===== src/rtl/matmul_pkg.sv =====
// rtl/matmul_pkg.sv - shared helpers for the matrix multiplier
package matmul_pkg;

   localparam int DEFAULT_N     = 4;
   localparam int DEFAULT_WIDTH = 8;

   // Number of registered adder levels needed to reduce n terms
   function automatic int stage_count(input int n);
      return $clog2(n);
   endfunction

   localparam int DEFAULT_STAGES = stage_count(DEFAULT_N);

   // Bit offset of element [i][j] in a flat row-major matrix bus
   function automatic int elem_lsb(input int i, input int j, input int n, input int w);
      return (i * n + j) * w;
   endfunction

endpackage


===== src/rtl/matmul_if.sv =====
// rtl/matmul_if.sv - flat matrix operand/result bundle
interface matmul_if #(
   parameter int N     = 4,
   parameter int WIDTH = 8
);
   logic [N*N*WIDTH-1:0] A_flat;
   logic [N*N*WIDTH-1:0] B_flat;
   logic [N*N*WIDTH-1:0] C_flat;

   modport master (output A_flat, output B_flat, input C_flat);
   modport slave  (input A_flat, input B_flat, output C_flat);
endinterface


===== src/rtl/matmul_adder_tree.sv =====
// rtl/matmul_adder_tree.sv - registered binary reduction tree, one register per level
module adder_tree
   import matmul_pkg::*;
#(
   parameter int NIN   = 4,
   parameter int WIDTH = 8
) (
   input  logic               clk,
   input  logic               rst,
   input  logic [NIN*WIDTH-1:0] terms,
   output logic [WIDTH-1:0]   sum
);

   localparam int STAGES = stage_count(NIN);
   localparam int NNODE  = 2 * NIN - 1;

   // All level outputs packed back to back: level s writes NIN>>(s+1) entries
   // starting at 2*NIN - 2*(NIN>>(s+1)) - NIN; the final sum is the last entry.
   logic [WIDTH-1:0] sum_q [NIN-1];

   // node[0..NIN-1] are the raw terms, node[NIN..] mirror sum_q, so every level
   // reads its operands from node[] without special-casing the first level.
   logic [WIDTH-1:0] node  [NNODE];

   // Flatten terms and registered partial sums into one operand array
   always_comb begin
      for (int k = 0; k < NNODE; k++) begin
         node[k] = '0;
      end
      for (int k = 0; k < NIN; k++) begin
         node[k] = terms[k*WIDTH +: WIDTH];
      end
      for (int k = 0; k < NIN - 1; k++) begin
         node[NIN + k] = sum_q[k];
      end
   end

   // Pairwise add each level into the next; reset flushes every level
   always_ff @(posedge clk) begin
      if (rst) begin
         for (int k = 0; k < NIN - 1; k++) begin
            sum_q[k] <= '0;
         end
      end else begin
         for (int s = 0; s < STAGES; s++) begin
            for (int k = 0; k < NIN / 2; k++) begin
               if (k < (NIN >> (s + 1))) begin
                  sum_q[NIN - 2 * (NIN >> (s + 1)) + k] <=
                     node[2 * NIN - 2 * (NIN >> s) + 2 * k] +
                     node[2 * NIN - 2 * (NIN >> s) + 2 * k + 1];
               end
            end
         end
      end
   end

   assign sum = sum_q[NIN-2];

endmodule


===== src/rtl/matmul_top.sv =====
// rtl/matmul_top.sv - pipelined N x N modular matrix multiplier
module matmul_top
   import matmul_pkg::*;
#(
   parameter int N     = DEFAULT_N,
   parameter int WIDTH = DEFAULT_WIDTH
) (
   input  logic clk,
   input  logic rst,
   matmul_if.slave bus
);

   logic [N*N*WIDTH-1:0] c_all;

   // One product row and one reduction tree per output element
   for (genvar i = 0; i < N; i++) begin : g_row
      for (genvar j = 0; j < N; j++) begin : g_col
         logic [N*WIDTH-1:0] terms;

         // Products are truncated to WIDTH: the sum is modulo 2^WIDTH anyway
         for (genvar k = 0; k < N; k++) begin : g_prod
            localparam int A_LSB = elem_lsb(i, k, N, WIDTH);
            localparam int B_LSB = elem_lsb(k, j, N, WIDTH);
            assign terms[k*WIDTH +: WIDTH] =
               WIDTH'(bus.A_flat[A_LSB +: WIDTH] * bus.B_flat[B_LSB +: WIDTH]);
         end

         localparam int C_LSB = elem_lsb(i, j, N, WIDTH);

         adder_tree #(
            .NIN   (N),
            .WIDTH (WIDTH)
         ) u_tree (
            .clk   (clk),
            .rst   (rst),
            .terms (terms),
            .sum   (c_all[C_LSB +: WIDTH])
         );
      end
   end

   assign bus.C_flat = c_all;

endmodule


===== src/flat_wrapper.sv =====
// flat-port wrapper written by rule: the top's interface ports become plain ports
module matmul_top_flat import matmul_pkg::*;
#(
   parameter int N     = DEFAULT_N,
   parameter int WIDTH = DEFAULT_WIDTH
)
  (clk, rst, bus_A_flat, bus_B_flat, bus_C_flat);
  matmul_if #(.N(N), .WIDTH(WIDTH)) bus_i ();
  input  logic clk;
  input  logic rst;
  input wire logic [$bits(bus_i.A_flat)-1:0] bus_A_flat;
  input wire logic [$bits(bus_i.B_flat)-1:0] bus_B_flat;
  output wire logic [$bits(bus_i.C_flat)-1:0] bus_C_flat;
  assign bus_i.A_flat = bus_A_flat;
  assign bus_i.B_flat = bus_B_flat;
  assign bus_C_flat = bus_i.C_flat;
  matmul_top #(.N(N), .WIDTH(WIDTH)) u_core (.clk(clk), .rst(rst), .bus(bus_i));
endmodule

===== config.mk =====
export PLATFORM = sky130hd
export DESIGN_NAME = matmul_top_flat
export DESIGN_NICKNAME = d
export VERILOG_FILES = /design/src/rtl/matmul_pkg.sv /design/src/rtl/matmul_if.sv /design/src/rtl/matmul_adder_tree.sv /design/src/rtl/matmul_top.sv /design/src/flat_wrapper.sv
export SDC_FILE = /design/constraint.sdc
export NUM_CORES = 2
export LEC_CHECK = 0
export CORE_ASPECT_RATIO = 0.5
export CORE_MARGIN = 2
export CORE_UTILIZATION = 50
export DETAILED_ROUTE_END_ITERATION = 8
export HOLD_SLACK_MARGIN = 0.1
export PLACE_DENSITY = 0.74
export SETUP_SLACK_MARGIN = 0.1
export SLEW_MARGIN = 40
export SYNTH_ARGS = -nofsm -noshare
export SYNTH_HDL_FRONTEND = slang
export SYNTH_SLANG_ARGS = --single-unit

===== constraint.sdc =====
create_clock -name clk -period 6.35 [get_ports clk]
set_clock_uncertainty 0.05 [all_clocks]
set_input_delay 1.27 -clock clk [delete_from_list [all_inputs] [get_ports clk]]
set_output_delay 1.27 -clock clk [all_outputs]
set_load 0.1 [all_outputs]

Word-level counts from Yosys, hierarchy flattened

Memory sizes are Yosys's and may differ from the RTL's.
Index checks and enable logic that the tools add are counted.

Register bits: 0
Memory bits (writable): 384
Output and inout bits: 128
Word-level logic and storage cells: 227
Memories kept: 16

Memories:

| memory                                | words | bits a word | read ports | clocked after memory_dff | write ports | RTL line                | source |
|---|---|---|---|---|---|---|---|
| u_core.g_row[0].g_col[0].u_tree.sum_q | 3     | 8           | 3          | 0                        | 3           | matmul_adder_tree.sv:19 | `logic [WIDTH-1:0] sum_q [NIN-1];` |
| u_core.g_row[0].g_col[1].u_tree.sum_q | 3     | 8           | 3          | 0                        | 3           | matmul_adder_tree.sv:19 |  |
| u_core.g_row[0].g_col[2].u_tree.sum_q | 3     | 8           | 3          | 0                        | 3           | matmul_adder_tree.sv:19 |  |
| u_core.g_row[0].g_col[3].u_tree.sum_q | 3     | 8           | 3          | 0                        | 3           | matmul_adder_tree.sv:19 |  |
| u_core.g_row[1].g_col[0].u_tree.sum_q | 3     | 8           | 3          | 0                        | 3           | matmul_adder_tree.sv:19 |  |
| u_core.g_row[1].g_col[1].u_tree.sum_q | 3     | 8           | 3          | 0                        | 3           | matmul_adder_tree.sv:19 |  |
| +10 memories                          | -     | -           | -          | -                        | -           | -                       |  |

Add/subtract/negate cells: 48
Multiply operators: 64
Mux-type cells: 51
Bitwise operators: 48

Operators by type and width:

| operator                  | number |
|---|---|
| multiplier 8 x 8 -> 8 bit | 64 |
| adder 8 bit               | 48 |
| 2-to-1 mux 8 bit          | 48 |
| bitwise OR 1 bit          | 48 |
| 2-to-1 mux 1 bit          | 3 |

Longest topological paths before layout

Depth after elaboration: 3
Gate-level depth with buffers: 20
Mapped depth without buffers: 18

Modules after synthesis

Synthesis repeated with hierarchy kept, for this count alone.

Cell total of the unflattened synthesis: 9865
Area total of the unflattened synthesis: 83884.2 sq um

Modules (own cells, without submodules):

| module     | times used | cells an instance | area an instance (sq um) | sequential area each (sq um) |
|---|---|---|---|---|
| matmul_top | 1          | 7081              | 58660.0                  | 0.0 |
| adder_tree | 16         | 174               | 1576.5                   | 480.5 |

Least setup slack after synthesis

No wires, ideal clock.

Path type: in2reg
Start: input port bus_A_flat[100]
End: memory u_core.g_row[3].g_col[2].u_tree.sum_q[0][7]
Library setup time: 0.128 ns
Arrival time: 6.040 ns
Required time: 6.172 ns
Setup slack: 0.133 ns
Cell stages on the path: 16
Buffers on the path: 2
Cells stage by stage: clkbuf_1 > clkbuf_1 > nand2_1 > fa_1 > fa_1 > fa_1 > inv_1 > fa_1 > fa_1 > fa_1 > xor2_1 > xnor3_1 > xnor3_1 > xnor3_1 > xnor3_1 > nor2_1

RTL lines:

| item        | RTL line                | source |
|---|---|---|
| from (decl) | flat_wrapper.sv:11      | `input wire logic [$bits(bus_i.A_flat)-1:0] bus_A_flat;` |
| to (decl)   | matmul_adder_tree.sv:19 |  |

==> impl_metrics.tcl <==
set metrics [dict create \
    worstPathCellList "clkdlybuf4s50_1 -> buf_4 -> buf_4 -> nand2_1 -> fa_1 -> fa_1 -> fa_1 -> inv_1 -> fa_1 -> fa_1 -> fa_1 -> xor2_1 -> xnor2_1 -> xnor2_1 -> xnor2_2 -> xnor3_1 -> nor2_1" \
    grt_overflow 0 \
    synth.cell_area_um2 77500 \
    sequentialPowerShare_pct 11.2 \
    dr.pass1.iters 9 \
    maxSlewHeadroom_pct 37.5 \
    root_buffer "clkbuf_16" \
    p_comb_share_pct 80.9 \
    fin_tns_setup_ns 0 \
    synth_seq_cells 384 \
    drt-initial-drc-count 6133 \
    num_vias 62486 \
    p_sw_mw 16.5 \
    synth.area.top_cells "fa_1 26%, ha_1 20%, dfxtp_1 9.9%" \
    rows 102 \
    fmax_ghz 0.163 \
    syn2layout_area_growth_pct 18.7 \
    start_kind "primary input" \
    cpLargestDelayFamily "adder cells" \
    fin_area_um2 92000 \
    io_pins 386 \
    placed_cells 11713 \
    finalCriticalPeriod_ns 6.12 \
    whs_ns 0.512 \
    worstPathRequired_ns 6.83 \
    power.internal_mw 18.5 \
    cts-htree-levels 2 \
    layout_commonest_cell "inv_1" \
    cts_tree "built" \
    largestRegisters "u_core.g_row.g_col.u_tree.sum_q (384)" \
    status "finished clean" \
    p_sw_share_pct 47.1 \
    worstSetupPathType "in2reg" \
    clk_latency_ns 0.63 \
    timing.max_cap.violations 0 \
    die_y_um 282 \
    yosysWarnings 0 \
    rsz0062_at_grt "false" \
    rr_startpoint "u_core.g_row[1].g_col[3].u_tree.sum_q[0][8]$_SDFF_PP0_" \
    worstHoldStart "u_core.g_row[3].g_col[0].u_tree.sum_q[0][0]$_SDFF_PP0_" \
    final_max_slew_viol_count 0 \
    largest_reg_flops 384 \
    grt_first_pass_wirelength_um 401000 \
    timing.critical_path.fanout_max 7 \
    cts_buffers 43 \
    synth_largest_area_cell "fa_1" \
    fin_ws_ns 0.231 \
    avgRoutedWirePerCell_um 22.6 \
    gp_congestion 1.05 \
    powerDensity_nw_per_um2 381 \
    cts_sinks 384 \
    portBuffers 385 \
    place_hpwl_um 220000 \
    ir_drop_uv 390 \
    endpoint_kind "flop" \
    dieArea_um2 158000 \
    fin_total_pwr_mw 35.1 \
    die_w_um 561 \
    routed_wl_um 266000 \
    final-setup-viol-count 0 \
    fillers 13170 \
    worstPathArrival_ns 6.60 \
    final_cell_mix "1,527 x inv_1, 1,232 x ha_1, 1,183 x and2_1, 1,152 x nand2_1, 1,007 x fa_1" \
    synthCells 8773 \
    grt_max_degree 118 \
    fin_util_pct 59.6 \
    crit_path_start "bus_B_flat[1]" \
    path_clk_slew_ns 0.07 \
    slowest_stage "fa_1" \
    grt_pass1_vias 64591 \
    ctsLongestPathBuffers 3 \
    crit_path_frequent_cell "fa_1" \
    worstMarginPinSlew_ns 0.934 \
    netlist-cell-type-count 25 \
    p_leak_nw 46.8 \
    ant_nets 0 \
    finalHoldViolCount 0 \
    finalCritPeriodShare_pct 96.4 \
    slowest_delay_ns 0.55 \
    cts-hold-fix-buffers 0 \
    avgViaCountPerCell 5.29 \
    pwr-share-clk_pct 7.9 \
    finalNetCount 12176 \
    drive_gt1_share_pct 11.8 \
    yosysSeqAreaShare_pct 9.92 \
    initial_core_util_pct 50.2 \
    synth_top_area_share_pct 26.0 \
    synthesis.nets 11271 \
    dpl-instance-area_um2 90400 \
    coreArea_um2 154000 \
    pre_cts_ws_ns -0.472 \
    multi_input_area_um2 62300 \
    hold_class "reg2reg" \
    drc_errors 0 \
    path_buf_inv 4 \
    antenna_found_initial 16 \
    stdcell_count 11801 \
    track_usage_pct 33.9 \
    seq_area_um2 7690 \
    syn_avg_cell_area_um2 8.83 \
    largest-register "u_core.g_row.g_col.u_tree.sum_q" \
]
-- routing by layer --
metal / wire [um] / GRT usage [%] / up-vias / share of wire (%)
met5: 41 / 0 / - / 0.015
met4: 13600 / 14.3 / 6 / 5.1
met3: 32800 / 8.31 / 703 / 12
met2: 109000 / 50.5 / 3461 / 41
met1: 111000 / 46.9 / 30254 / 42
li1: - / - / 28062 / -
-- logic make-up (layout without fill, tap and decap cells) --
group,after synthesis,in the layout,synth area share (%)
simple gates,2863,2863,18.5
fa+ha+maj,2240,2240,45.9
buf+inv,1974,2912,9.72
xor+xnor,976,976,13.3
flops,384,384,9.92
compound gates,320,320,2.43
mux,16,16,0.232
other cells,0,10,0
-- area by class of cell --
cell class / instances / area share (%)
multi-input cells: 6415 / 67.7
repair buffers: 1307 / 13.2
flip-flops and latches: 384 / 8.36
inverters: 1527 / 6.23
well taps: 2080 / 2.83
clock buffers: 52 / 1.28
clock inverters: 26 / 0.384
diodes: 10 / 0.0272
-- worst reg2reg max path, delay by kind of cell, from the launching register on --
family / cells / cell delay (ns)
buf+inv: 1 / 0.06
flops: 1 / 0.43
compound gates: 4 / 0.70
simple gates: 2 / 0.25
fa+ha+maj: 2 / 0.61
-- power by group through the flow --
stage | Sequential [mW] | Combinational [mW] | Clock [mW]
4_1_cts | 3.90 | 27.9 | 2.82
6_report | 3.92 | 28.4 | 2.79
3_3_place_gp | 3.96 | 27.3 | 0
3_5_place_dp | 3.93 | 27.5 | 0
5_1_grt | 3.95 | 30.9 | 2.92
2_1_floorplan | 5.39 | 16.4 | 0
-- worst paths after layout --
path / end / slack, ns / depth (start not counted)
worst min-delay path: u_core.g_row[3].g_col[0].u_tree.sum_q[0][16]$_SDFF_PP0_ / 0.51 / 2
worst max register to register: u_core.g_row[1].g_col[3].u_tree.sum_q[0][22]$_SDFF_PP0_ / 4.09 / 9
worst min register to register: u_core.g_row[3].g_col[0].u_tree.sum_q[0][16]$_SDFF_PP0_ / 0.51 / 2
worst max-delay path: u_core.g_row[0].g_col[0].u_tree.sum_q[0][7]$_SDFF_PP0_ / 0.23 / 17
-- synth_stat cells (all sizes together) --
cell type and number:
nor2b 192, xor2 144, o21bai 32, nand2 1152, a21o 48, xnor3 128
mux2 16, xnor2 704, o21ai 64, and3 1, clkbuf 373, buf 74
inv 1527, nor3 48, a21oi 145, nor2 271, ha 1232, dfxtp 384
nor3b 16, and2 1183, fa 1008, a21boi 31
-- what timing repair did --
action,in CTS,in global routing
gates resized for setup,0,5
buffers inserted,0,0
setup endpoints to repair,0,6
(Power assumes the default switching activity.)
